**src/rtl/fetch_fd_stage_pkg.sv**
```systemverilog
// Shared pipeline definitions: next-PC select encodings, reset PC and the nop word.
package fetch_fd_stage_pkg;

    typedef enum logic [1:0] {
        NPC_SEQ = 2'b00,
        NPC_J   = 2'b01,
        NPC_BR  = 2'b10,
        NPC_JR  = 2'b11
    } npc_op_e;

    localparam logic [31:0] PC_RESET = 32'h0000_3000;
    localparam logic [31:0] NOP      = 32'h0000_0000;

endpackage

```
**src/rtl/fetch_fd_stage_npc.sv**
```systemverilog
// Purely combinational next-PC selection driven by the instruction sitting in D.
module npc_unit
    import fetch_fd_stage_pkg::*;
(
    input  logic [1:0]  npc_op,
    input  logic        cmp_true,
    input  logic [31:0] pc_f,
    input  logic [31:0] pc_d,
    input  logic [25:0] instr_idx,
    input  logic [31:0] rs_fwd_d,
    output logic [31:0] npc
);

    logic [31:0] seq_pc;
    logic [31:0] br_off;
    logic [31:0] br_pc;
    logic [31:0] j_pc;

    always_comb begin
        seq_pc = pc_f + 32'd4;
        // Branch offset is relative to the delay-slot address, i.e. pc_d + 4.
        br_off = {{14{instr_idx[15]}}, instr_idx[15:0], 2'b00};
        br_pc  = pc_d + 32'd4 + br_off;
        j_pc   = {pc_d[31:28], instr_idx, 2'b00};

        npc = seq_pc;
        case (npc_op_e'(npc_op))
            NPC_SEQ: npc = seq_pc;
            NPC_J:   npc = j_pc;
            NPC_BR:  npc = cmp_true ? br_pc : seq_pc;
            NPC_JR:  npc = rs_fwd_d;
            default: npc = seq_pc;
        endcase
    end

endmodule

```
**src/rtl/fetch_fd_stage.sv**
```systemverilog
// Fetch PC register and F/D pipeline register; the delay slot is architectural so there is no flush.
module fetch_fd_stage
    import fetch_fd_stage_pkg::*;
#(
    parameter logic [31:0] PC_RESET = fetch_fd_stage_pkg::PC_RESET,
    parameter int          IM_AW    = 12
) (
    input  logic             clk,
    input  logic             reset,
    input  logic             stall,
    input  logic [1:0]       npc_op,
    input  logic             cmp_true,
    input  logic [31:0]      rs_fwd_d,
    input  logic [31:0]      instr_f,
    output logic [IM_AW-1:0] im_addr,
    output logic [31:0]      pc_f,
    output logic [31:0]      instr_d,
    output logic [31:0]      pc_d,
    output logic [31:0]      pc8_d
);

    logic [31:0] pcf_q,   pcf_d;
    logic [31:0] instr_fd_q, instr_fd_d;
    logic [31:0] pc_fd_q, pc_fd_d;
    logic [31:0] npc;

    npc_unit u_npc (
        .npc_op    (npc_op),
        .cmp_true  (cmp_true),
        .pc_f      (pcf_q),
        .pc_d      (pc_fd_q),
        .instr_idx (instr_fd_q[25:0]),
        .rs_fwd_d  (rs_fwd_d),
        .npc       (npc)
    );

    // A stalled cycle discards the mux result, so a pending redirect lands on the first free edge.
    always_comb begin
        pcf_d      = pcf_q;
        instr_fd_d = instr_fd_q;
        pc_fd_d    = pc_fd_q;
        if (!stall) begin
            pcf_d      = npc;
            instr_fd_d = instr_f;
            pc_fd_d    = pcf_q;
        end
    end

    always_ff @(posedge clk or negedge reset) begin
        if (!reset) begin
            pcf_q      <= PC_RESET;
            instr_fd_q <= NOP;
            pc_fd_q    <= PC_RESET;
        end else begin
            pcf_q      <= pcf_d;
            instr_fd_q <= instr_fd_d;
            pc_fd_q    <= pc_fd_d;
        end
    end

    // Word address relative to the memory base; bits [1:0] of the PC are dropped.
    assign im_addr = IM_AW'((pcf_q - PC_RESET) >> 2);
    assign pc_f    = pcf_q;
    assign instr_d = instr_fd_q;
    assign pc_d    = pc_fd_q;
    assign pc8_d   = pc_fd_q + 32'd8;

endmodule
```
**config.mk**
```make
export PLATFORM = sky130hd
export DESIGN_NAME = fetch_fd_stage
export DESIGN_NICKNAME = d
export VERILOG_FILES = /design/src/rtl/fetch_fd_stage_pkg.sv /design/src/rtl/fetch_fd_stage_npc.sv /design/src/rtl/fetch_fd_stage.sv
export SDC_FILE = /design/constraint.sdc
export NUM_CORES = 1
export LEC_CHECK = 0
export ABC_AREA = 0
export CORE_ASPECT_RATIO = 1.25
export CORE_UTILIZATION = 40
export CTS_BUF_LIST = sky130_fd_sc_hd__clkbuf_2
export CTS_CLUSTER_SIZE = 20
export DETAILED_ROUTE_END_ITERATION = 8
export GPL_ROUTABILITY_DRIVEN = 1
export PLACE_DENSITY_LB_ADDON = 0.12
export RECOVER_POWER = 50
export SLEW_MARGIN = 40
export SYNTH_ARGS = -nofsm -noshare
export SYNTH_HDL_FRONTEND = slang
export SYNTH_SLANG_ARGS = --single-unit
```
**constraint.sdc**
```tcl
create_clock -name clk -period 3.15 [get_ports clk]
set_input_delay 0.945 -clock clk [delete_from_list [all_inputs] [get_ports clk]]
set_output_delay 0.945 -clock clk [all_outputs]
set_load 0.01 [all_outputs]
```
* Word-level counts from Yosys, hierarchy flattened *
Index checks and enable logic that the tools add are counted.

storage, ports and cells
  register bits after elaboration = 96
  input bits = 70
  output and inout bits = 140
  word-level logic and storage cells = 14

operators by class
  add/sub/neg operators = 5
  equal/unequal tests = 3
  mux-type cells = 2
  reduce and logical (&&, ||, !) cells = 1

operators with widths
  cell                    count
  $pmux 32 s4             1
  $add 32x3->32 const B   2
  $add 32x32->32          1
  $add 32x4->32 const B   1
  $mux 32                 1
  $sub 14x14->14 const B  1
  $eq 2x2->1 const B      2
  $eq 2x1->1 const B      1
  $logic_not 2->1         1

* Depth between registers and ports, before layout *
  depth in word-level cells = 4
  depth in mapped cells = 14
  gate-level depth less buffers = 14

* By module *
Synthesis repeated with hierarchy kept, for this count alone.

unflattened totals
  cell total of the unflattened synthesis = 789
  area, all modules = 7617.3 um^2

modules (own cells, without submodules)
  module          times used  cells an instance  area each (um^2)  seq. area each (um^2)
  fetch_fd_stage  1           298                4209.0            2407.3
  npc_unit        1           491                3408.3            0.0

* Worst setup path before layout *
OpenSTA, ideal clock, no wires.

  path type = reg-to-reg
  from = register instr_fd_q[15] (netlist: instr_d[15])
  to = register pcf_q[30] (netlist: pc_f[30])
  library setup time = 0.134 ns
  arrival = 2.779 ns
  data required time = 3.016 ns
  path slack = 0.238 ns
  cell stages (with the launch flop) = 11
  path buffers = 1
  period minus slack after synthesis = 2.912 ns
  path through = dfrtp_1 ha_1 ha_1 clkbuf_1 nand4_1 nor2_1 a22oi_1 a31oi_1 or4_1 a41oi_1 o211ai_1

on the way
  longest elaborated chain between the ends = 3

ends and longest elaborated chain
  element                 RTL line                  text
  start, declared         fetch_fd_stage.sv:23      logic [31:0] instr_fd_q, instr_fd_d;
  start signal, assigned  fetch_fd_stage.sv:56      instr_fd_q <= instr_fd_d;
  $add 32x32->32          fetch_fd_stage_npc.sv:23  br_pc = pc_d + 32'd4 + br_off;
  $mux 32                 fetch_fd_stage_npc.sv:30  NPC_BR: npc = cmp_true ? br_pc : seq_pc;
  $pmux 32 s4             fetch_fd_stage_npc.sv:27  case (npc_op_e'(npc_op))
  end signal, assigned    fetch_fd_stage.sv:55      pcf_q <= pcf_d;
  end, declared           fetch_fd_stage.sv:22      logic [31:0] pcf_q, pcf_d;

No other way between the ends.
A chain may end at the register's enable or synchronous reset.

* Final worst setup path *
  from = register pc_fd_q[6] (netlist: pc_d[6])
  to = output port pc8_d[20]

on the way
  longest elaborated chain between the ends = 1

ends and longest elaborated chain
  element                 RTL line              text
  start, declared         fetch_fd_stage.sv:24  logic [31:0] pc_fd_q, pc_fd_d;
  start signal, assigned  fetch_fd_stage.sv:57  pc_fd_q <= pc_fd_d;
  $add 32x4->32           fetch_fd_stage.sv:66  assign pc8_d = pc_fd_q + 32'd8;
  end, declared           fetch_fd_stage.sv:19  output logic [31:0] pc8_d

No other way between the ends.

==> results.ini <==
[clocking]
ctsHoldBuffers=0
htreeDepth=3
cts_buffer_depth=2
clk_pin_slew_worst_paths_ns=0.33
cts_tree=yes
cts_sinks=96
cts_root_buf=clkbuf_2
clk_latency_ns=0.67
cts_buffers=9

[grt]
gr-total-overflow=0
grt_first_pass_wirelength_mm=39.6
gr-max-usage-layer=met2
grt_start_max_net_pins=132
grt.total_usage_pct=27.0
grt_pass1_vias=7348
met2_usage_pct=48.0
grt_antenna_before_repair=1
grt_use_met1_pct=32.4
use_met3_pct=3.36

[sta]
worstMarginPinSlew_ns=2.79
finClkSkew_ns=0.0413
slew_headroom_pct=-85.8
fin_ws_ns=-0.645
fmax_mhz=263
drv_slew=161
rsz0062_at_grt=yes
hold_viol=0
min_period_ns=3.80
setup_tns_ns=-8.38
layout_worst_path_cycle_share_pct=120
setup_viol=26

[drt]
drc_errors=0
wl_mm=25.5
dr.first_iter.drc_count=486
ant_nets=0
num_vias=7389
post_drt_wl_per_cell_um=19.5
dr.pass1.iters=5
via_per_inst=5.64

[logic_synthesis]
ys_ff_latch=96
syn_inst=815
syn_nets=946
synth.distinct_cells=73
synth-seq-area-share_pct=32.3
synth_edf_count=0
netlist_area_um2=7460
synth_area_per_cell_um2=9.15
async_flop_share_pct=100
synth_ff_type=dfrtp_1
yosys_warnings=0

[cells_and_area]
syn2layout_area_growth_pct=42.2
nets=1206
drive_above_1_share_pct=25.9
stdcell_count=1310

[power]
ir_drop_mv=0.271
power.leakage_uw=0.00458
power_density_nw_per_um2=586

[worst_setup_path]
crit_fanout=4
cp-start-kind=register
reg2regPathDepth=15
rrSetupSlack_ns=-0.16
path_class=register to output pin
cp.required_ns=2.20
timing.rr.start=pc_d[3]
cp-startpoint=pc_d[6]
crit_arrival_ns=2.85
timing.rr.end=pc_f[29]
critPathCaptureType=output pin

[job]
cap_violations=2

[placed_design]
portBuffers=209
gp_congestion=0.909
dp.cells=1275
dp_hpwl_mm=18.8

[die]
start_util_pct=41.0
die_y_um=155
io_pins=210
die_area_um2=19200
die_x_um=124
core_um2=18200
rows=55

[min_path]
hp-class=primary input to async pin

[run_status]
violations=max-capacitance violations, max-slew violations, negative setup slack
status=finished with violations

[Yosys cell counts (7+ instances only)]
master    instances  share of area [%]
a21o_1           14                1.4
a21oi_1          56                3.8
a221oi_1          7               0.82
a31oi_1          14                1.2
and3_1            9               0.76
buf_4            14                1.4
clkbuf_1         37                1.9
dfrtp_1          92                 31
ha_1             60                 10
inv_1            29                1.5
mux2_2           76                 11
nand2_1          67                3.4
nand3_1          21                1.4
nand4_1          22                1.8
nor2_1           47                2.4
nor2b_1           8               0.67
nor3_1           12               0.81
o21ai_0          53                3.6
o21ai_1          11               0.74
xnor2_1          36                4.2
xor2_1           17                2.0
[cell type report]
class / instances / area, um^2
fill: 1683 / 7570
multi-input combinational: 631 / 4950
timing repair buffer: 307 / 2730
sequential: 96 / 2410
tap: 228 / 285
inverter: 30 / 115
clock inverter: 7 / 62.6
clock buffer: 9 / 45.0
antenna: 2 / 5.00
[cell usage in the layout (no fill, tap or decap), types with 4 or more instances in the layout]
master,synthesis,final
a221oi_1,7,6
clkdlybuf4s50_1,0,177
buf_2,1,24
nand2_1,67,66
buf_6,1,11
and4_1,5,4
a21oi_1,56,55
a32oi_1,4,4
o221ai_1,6,5
nand4_1,22,22
o21ai_1,11,10
ha_4,0,4
nor2_2,0,4
nor2_1,47,38
nand3_1,21,18
o31ai_1,5,5
mux2i_1,6,5
xor2_1,17,17
nor2_4,0,5
dlygate4sd2_1,0,4
mux2_2,76,76
dfrtp_1,92,91
o22ai_1,5,5
a31oi_1,14,14
nand2b_1,6,6
a21o_1,14,14
ha_1,60,55
and3_1,9,8
dfstp_2,4,4
buf_4,14,83
xnor2_2,0,4
inv_1,29,28
xnor2_1,36,32
o21ai_0,53,53
clkbuf_2,0,13
nor3_1,12,10
nor2b_1,8,7
[where the power goes]
| group | switching [uW] | internal [uW] | leakage [uW] |
|---|---|---|---|
| Sequential | 339 | 1480 | 0.00114 |
| Combinational | 1830 | 1900 | 0.00336 |
| Clock | 530 | 126 | 0.0000707 |
[how the worst max path moves through the flow]
stage,depth (start not counted),endpoint,slack (ns)
2_1_floorplan,10,pc_f[30],0.24
6_report,10,pc8_d[20],-0.65
3_5_place_dp,10,pc8_d[28],-0.34
3_3_place_gp,10,pc8_d[28],-0.28
5_1_grt,10,pc8_d[28],-0.83
4_1_cts,10,pc8_d[30],-0.53
[timing repair]
action,4_1_cts,5_1_grt
pin swaps,20,36
setup buffers,13,13
gates resized for setup,129,43
endpoints found under the setup margin,30,37
[critical path, stage by stage (launching register included)]
cell and delay [ns]:
dfrtp_1 0.43, and4_4 0.25, nand4_1 0.15, nor2_2 0.20, buf_4 0.15, nand4_1 0.17
or2_4 0.32, inv_4 0.08, and3_4 0.17, xor2_1 0.13, buf_2 0.15
[metal layers]
metal | share of wire, % | vias up
li1 | - | 3504
met1 | 40 | 3615
met2 | 53 | 224
met3 | 4.4 | 46
met4 | 3.2 | 0
met5 | 0 | -
[state kept, by name, summed over array words and instances (netlist names)]
signal,count
instr_d,32
pc_d,32
pc_f,32
[cell families after synthesis]
family	after synthesis	share of synthesized area, %
buffers and inverters	88	5.25
AND/OR/NAND/NOR	227	15.7
AO/OA/AOI/OAI	207	17.6
multiplexers	83	12.6
adder cells (fa/ha/maj)	61	10.3
flip-flops	96	32.3
XOR/XNOR	53	6.23
[per-stage QoR]
step / instance area [um^2] / utilization (%) / total power [uW] / hold WS, ns / setup WS (ns)
3_5_place_dp: 10200 / 56.1 / 5420 / 0.495 / -0.342
4_1_cts: 10400 / 57.3 / 6070 / 0.0270 / -0.527
5_1_grt: 10600 / 58.3 / 6640 / 0.392 / -0.830
2_1_floorplan: 7460 / - / 3730 / 0.500 / 0.238
6_report: 10600 / 58.3 / 6210 / 0.363 / -0.645
3_3_place_gp: 10200 / 56.1 / 5390 / 0.486 / -0.276
(Power assumes the default switching activity.)
